--- src/rtl/controle_botoes.sv ---
// Pushbutton front end for the 7-segment display board: synchronises and debounces the three
// buttons, keeps the power/action/speed state and drives the digit-multiplex select.
module controle_botoes #(
  parameter int DEBOUNCE_CYCLES = 500000,
  parameter int SCAN_DIV        = 50000,
  parameter int ACT_COUNT       = 5
) (
  input  logic clk,
  input  logic reset_n,
  input  logic btn_onoff,
  input  logic btn_act,
  input  logic btn_spd,
  output logic onoff,
  output logic A_act,
  output logic B_act,
  output logic C_act,
  output logic A_spd,
  output logic B_spd,
  output logic scan_sel,
  output logic press_evt
);

  localparam int CW = $clog2(DEBOUNCE_CYCLES) + 1;
  localparam int SW = $clog2(SCAN_DIV) + 1;
  localparam logic [CW-1:0] DB_LAST   = CW'(DEBOUNCE_CYCLES - 1);
  localparam logic [SW-1:0] SCAN_LAST = SW'(SCAN_DIV - 1);
  localparam logic [2:0]    ACT_LAST  = 3'(ACT_COUNT - 1);

  // Bit 0 = power, bit 1 = action, bit 2 = speed; all levels are active-low.
  logic [2:0]    raw;
  logic [2:0]    s1;
  logic [2:0]    s2;
  logic [2:0]    stable;
  logic [2:0]    fall;
  logic [CW-1:0] cnt [3];

  logic [2:0]    act;
  logic [2:0]    act_next;
  logic [1:0]    spd;
  logic [1:0]    spd_next;
  logic          onoff_next;
  logic          evt_next;
  logic [SW-1:0] scan_cnt;

  assign raw = {btn_spd, btn_act, btn_onoff};

  always_ff @(posedge clk) begin
    if (!reset_n) begin
      s1     <= '1;
      s2     <= '1;
      stable <= '1;
      for (int i = 0; i < 3; i++) cnt[i] <= '0;
    end else begin
      s1 <= raw;
      s2 <= s1;
      for (int i = 0; i < 3; i++) begin
        if (s2[i] == stable[i]) begin
          cnt[i] <= '0;
        end else if (cnt[i] == DB_LAST) begin
          stable[i] <= s2[i];
          cnt[i]    <= '0;
        end else begin
          cnt[i] <= cnt[i] + CW'(1);
        end
      end
    end
  end

  // A press is recognised in the same cycle the debounced level is about to drop,
  // so the state registers update on the very edge the stable level changes.
  always_comb begin
    fall = '0;
    for (int i = 0; i < 3; i++) begin
      fall[i] = stable[i] & ~s2[i] & (cnt[i] == DB_LAST);
    end
  end

  always_comb begin
    onoff_next = onoff;
    act_next   = act;
    spd_next   = spd;
    evt_next   = |fall;
    if (fall[0]) begin
      onoff_next = ~onoff;
      act_next   = '0;
      spd_next   = '0;
    end else if (onoff) begin
      if (fall[1]) act_next = (act == ACT_LAST) ? 3'd0 : act + 3'd1;
      if (fall[2]) spd_next = spd + 2'd1;
    end
  end

  always_ff @(posedge clk) begin
    if (!reset_n) begin
      onoff     <= 1'b0;
      act       <= '0;
      spd       <= '0;
      press_evt <= 1'b0;
    end else begin
      onoff     <= onoff_next;
      act       <= act_next;
      spd       <= spd_next;
      press_evt <= evt_next;
    end
  end

  always_ff @(posedge clk) begin
    if (!reset_n) begin
      scan_cnt <= '0;
      scan_sel <= 1'b0;
    end else if (scan_cnt == SCAN_LAST) begin
      scan_cnt <= '0;
      scan_sel <= ~scan_sel;
    end else begin
      scan_cnt <= scan_cnt + SW'(1);
    end
  end

  assign {A_act, B_act, C_act} = act;
  assign {A_spd, B_spd}        = spd;

endmodule

--- config.mk ---
export PLATFORM = sky130hd
export DESIGN_NAME = controle_botoes
export DESIGN_NICKNAME = d
export VERILOG_FILES = /design/src/rtl/controle_botoes.sv
export SDC_FILE = /design/constraint.sdc
export NUM_CORES = 1
export LEC_CHECK = 0
export BUFFER_PORTS_ARGS = -buffer_cell sky130_fd_sc_hd__buf_2
export CAP_MARGIN = 20
export CELL_PAD_IN_SITES_DETAIL_PLACEMENT = 1
export CELL_PAD_IN_SITES_GLOBAL_PLACEMENT = 2
export CORE_MARGIN = 10
export CORE_UTILIZATION = 30
export DETAILED_ROUTE_END_ITERATION = 10
export HOLD_SLACK_MARGIN = 0.1
export PLACE_DENSITY_LB_ADDON = 0.1
export SYNTH_ARGS = -nofsm -noshare
export SYNTH_HDL_FRONTEND = slang
export SYNTH_SLANG_ARGS = --single-unit
--- constraint.sdc ---
create_clock -name clk -period 3.5 [get_ports clk]
set_input_delay 0.175 -clock clk [delete_from_list [all_inputs] [get_ports clk]]
set_output_delay 0.175 -clock clk [all_outputs]
set_load 0.01 [all_outputs]
# [Word-level counts from Yosys, hierarchy flattened]
# Memories as Yosys holds them, arrays and structs flattened.
# Index checks and enable logic that the tools add are counted.
[totals] regBits=34 ram_bits=60 inputBits=5 out_inout_bits=8 wordCells=102 mem_count=1
[op_classes] addsub=6 eq_ne=8 muxes=44 bitwise=24 reduce_logical=8
[memory_table] name="cnt" depth=3 width=20 read_ports=3 rd_clocked_by_memory_dff=0 wr=3 line_no="35" source="logic [CW-1:0] cnt [3];"
[op_table] cell="20-bit two-way mux" n=9
[op_table] cell="20-bit by 1-bit adder with 20-bit output, second input constant" n=3
[op_table] cell="20-bit by 19-bit equality test with 1-bit output, second input constant" n=3
[op_table] cell="1-bit two-way mux" n=34
[op_table] cell="17-bit by 1-bit adder with 17-bit output, second input constant" n=1
[op_table] cell="17-bit by 16-bit equality test with 1-bit output, second input constant" n=1
[op_table] cell="2-bit AND reduction" n=5
[op_table] cell="1-bit inverter" n=9
[op_table] cell="1-bit bitwise OR" n=9
[op_table] cell="1-bit bitwise AND" n=6
[op_table] cell="2-bit OR reduction" n=2
[op_table] cell="3-bit by 1-bit adder with 3-bit output, second input constant" n=1
[op_table] cell="1-bit equality test" n=3
[op_table] cell="3-bit equality test, second input constant" n=1
[op_table] cell="3-bit two-way mux" n=1
[op_table] cell="3-bit OR reduction" n=1
[op_table] cell="2-bit by 1-bit adder with 2-bit output, second input constant" n=1

# [Longest topological paths before layout]
[logic_depth] ltp_word=7 ltp_mapped=7 depth_no_buf=6

# [Worst setup path before layout]
# OpenSTA, ideal clock, no wires.
[synth_path] kind="flip-flop to flip-flop" start="memory cnt[1][9] in the netlist's numbering" end="register act[0]" setup_ns=0.072 t_arrival_ns=2.025 required_ns=3.428 slack_ns=1.404 path_stages_with_launch=6 path_buffers=1 synth_period_minus_slack_ns=2.096 cell_sequence="edfxtp_1 -> or3_1 -> or4_1 -> buf_2 -> or4b_1 -> a21oi_1"
[synth_lines] item="start, declared" line_no="35"
[synth_lines] item="end signal, assigned" line_no="101" source="act <= act_next;"
[synth_lines] item="end, declared" line_no="37" source="logic [2:0] act;"

==> flow_metrics.py <==
metrics = {
    "power": {
        "leakagePower_nw": 1.92,
        "ir_worst_vdd_mv": 0.221,
        "power.density_nw_per_um2": 416,
    },
    "floorplan": {
        "row_count": 46,
        "start_util_pct": 30.6,
        "io_pins": 13,
        "die_width_um": 147,
        "core-area_um2": 15800,
        "die_y_um": 147,
        "die_area_um2": 21600,
    },
    "clocking": {
        "ctsResizeCount": 0,
        "cts_hold_buf": 3,
        "numClockSinks": 94,
        "cts.clk_slew.worst_paths_ns": 0.06,
        "clk-insertion-delay-late_ns": 0.35,
        "cts_setup_buffers": 0,
        "cts_buffers": 9,
        "max-clock-path-buffers": 2,
        "cts_tree": "built",
        "root_buffer": "clkbuf_16",
        "h-tree-depth": 3,
    },
    "layout": {
        "fin_nets": 585,
        "multi_input_area_um2": 2440,
        "final_layout_size_suffix_gt1_share_pct": 6.60,
        "seqCellArea_um2": 2480,
        "mostFrequentLayoutCell": "nor2_1",
        "areaGrowthSynthToFinish_pct": 17.7,
        "stdcell_count": 792,
        "insertedDiodeCount": 0,
        "fillers": 1861,
        "final_cell_mix": "64 x nor2_1, 60 x edfxtp_1, 60 x conb_1",
    },
    "yosys": {
        "synth_flop_cell": "edfxtp_1",
        "syn_area_per_cell_um2": 9.75,
        "synth_seq_cells": 94,
        "synthMuxAreaShare_pct": 0.207,
        "synth-edff-count": 60,
        "yosys.area_share.adder_pct": 2.33,
        "synth-seq-area-share_pct": 51.3,
        "syn_inst": 496,
        "synth_cell_type_count": 43,
        "synthSimpleGateAreaFrac_pct": 26.7,
        "yosysWarnings": 0,
        "synth_top_area_share_pct": 37.2,
        "synth_top_family_by_area": "simple AND/OR/NAND/NOR gates",
        "synth-xor-area-share_pct": 7.96,
        "ys_top_cells_by_area": "edfxtp_1 37%, dfxtp_1 14%, nor2_1 5.0%",
        "synth_compound_area_share_pct": 8.64,
        "synth_largest_area_cell": "edfxtp_1",
        "synthArstFlopShare_pct": 0,
        "syn_area_um2": 4840,
    },
    "global_route": {
        "grt_usage_pct": 10.6,
        "grt_max_degree": 21,
        "grt_pass1_wl_mm": 19.0,
        "grt-ovfl-total": 0,
        "grt_pass1_vias": 3982,
        "antenna_found_initial": 0,
    },
    "detailed_routing": {
        "drc": 0,
        "ant_nets": 0,
        "routed_wl_mm": 10.8,
        "vias": 3786,
        "firstDrtPassIters": 4,
        "wl_per_cell_um": 13.7,
        "post_drt_via_cell_ratio": 4.78,
        "drtIter0Drc": 144,
    },
    "sta": {
        "slew_headroom_pct": 50.5,
        "setup_tns_ns": 0,
        "min_period_over_period_pct": 65.2,
        "timing.fmax_mhz": 438,
        "fin_ws_ns": 1.22,
        "finalSetupViolCount": 0,
        "rsz0062_at_grt": "no",
        "worst_pin_slew_ns": 0.734,
        "skew_ns": 0.00506,
        "final_hold_viol_count": 0,
        "timing.final.crit_period_ns": 2.28,
        "report.final.slew_viol_count": 0,
    },
    "placed_design": {
        "place_congestion": 0.757,
        "place_hpwl_mm": 7.96,
        "port_buffers": 12,
        "dp.cells": 773,
        "dp_slack_ns": 1.17,
    },
    "critical_path": {
        "cp-start-kind": "flip-flop",
        "crit_fanout": 20,
        "worstSetupPathType": "flip-flop to flip-flop",
        "cp_slowest_stage_delay_ns": 0.64,
        "worstSetupEndpointType": "flip-flop",
        "critPathBufInv": 1,
        "critPathSlowestCell": "or4_1",
        "arrival_ns": 2.38,
        "worst_ep_required_time_ns": 3.59,
        "path_cells": "or3_1, or4_1, o21ai_1, buf_4, nor2_1",
        "critical-path-top-delay-family": "simple AND/OR/NAND/NOR gates",
    },
    "job": {
        "cap_violations": 0,
    },
    "run_status": {
        "status": "finished clean",
    },
    "worst_hold_path": {
        "hp-class": "primary input to flip-flop",
    },
}
==> cells in the mapped netlist, types with 15 or more instances <==
cell / n
nor2_1: 64
edfxtp_1: 60
dfxtp_1: 34
nand2_1: 33
a21oi_1: 31
nand3_1: 30
xnor2_1: 26
o21ai_0: 23
or3_1: 22
inv_1: 18
xor2_1: 18
nand4_1: 16
or4_1: 15
==> where the power goes <==
group	leakage, nW	internal [mW]	total (mW)	switching [mW]
Clock	0.159	0.587	1.02	0.436
Combinational	0.861	0.0356	0.0903	0.0547
Sequential	0.895	1.21	1.25	0.0401
Total	1.92	1.84	2.37	0.530
==> layout make-up <==
| type | instances | area share, % |
|---|---|---|
| clock inverter | 4 | 0.396 |
| tap | 216 | 4.75 |
| sequential | 94 | 43.6 |
| clock buffer | 12 | 5.08 |
| multi-input combinational | 429 | 42.9 |
| inverter | 19 | 1.25 |
| timing repair buffer | 18 | 1.98 |
==> registers in the layout, indices dropped and copies added (netlist names) <==
name       flops
stable         3
scan_cnt      17
s1             3
onoff          1
press_evt      1
act            3
spd            2
cnt           60
scan_sel       1
s2             3
==> worst register-to-register path, cell delays in order (launching register included) <==
cell and delay (ns):
edfxtp_1 0.46, or3_1 0.38, or4_1 0.64, o21ai_1 0.19, buf_4 0.27, nor2_1 0.09
==> through the flow <==
stage	utilization, %	hold WS, ns	instance area, um2	total power [mW]
4_1_cts	36.0	0.119	5690	2.40
2_1_floorplan	-	0.276	5060	1.34
6_report	36.0	0.123	5690	2.37
3_5_place_dp	33.8	0.366	5350	1.37
5_1_grt	36.0	0.142	5690	2.48
3_3_place_gp	33.8	0.367	5350	1.36
==> logic make-up after synthesis <==
family,count (synthesis)
XOR/XNOR,44
adder cells (fa/ha/maj),9
flip-flops,94
buffers and inverters,32
other,1
AO/OA/AOI/OAI,73
AND/OR/NAND/NOR,242
multiplexers,1
==> layer usage <==
layer | track usage (%) | vias to the layer above | routed length (um)
met5 | 0 | - | 0
met4 | 4.36 | 0 | 196
met3 | 1.81 | 11 | 166
met2 | 17.4 | 19 | 5120
met1 | 13.5 | 1837 | 5350
li1 | - | 1919 | -
==> path summary, 6_finish.rpt <==
kind / slack [ns] / depth (start not counted) / startpoint / endpoint
worst min register to register: 0.41 / 1 / s1[0]$_SDFF_PN1_ / s2[0]$_SDFF_PN1_
worst max-delay path: 1.22 / 5 / cnt[1][9]$_SDFFCE_PN0P_ / cnt[1][2]$_SDFFCE_PN0P_
worst max register to register: 1.22 / 5 / cnt[1][9]$_SDFFCE_PN0P_ / cnt[1][2]$_SDFFCE_PN0P_
worst min-delay path: 0.12 / 2 / reset_n / s1[1]$_SDFF_PN1_
Power figures use the tool's default switching activity.
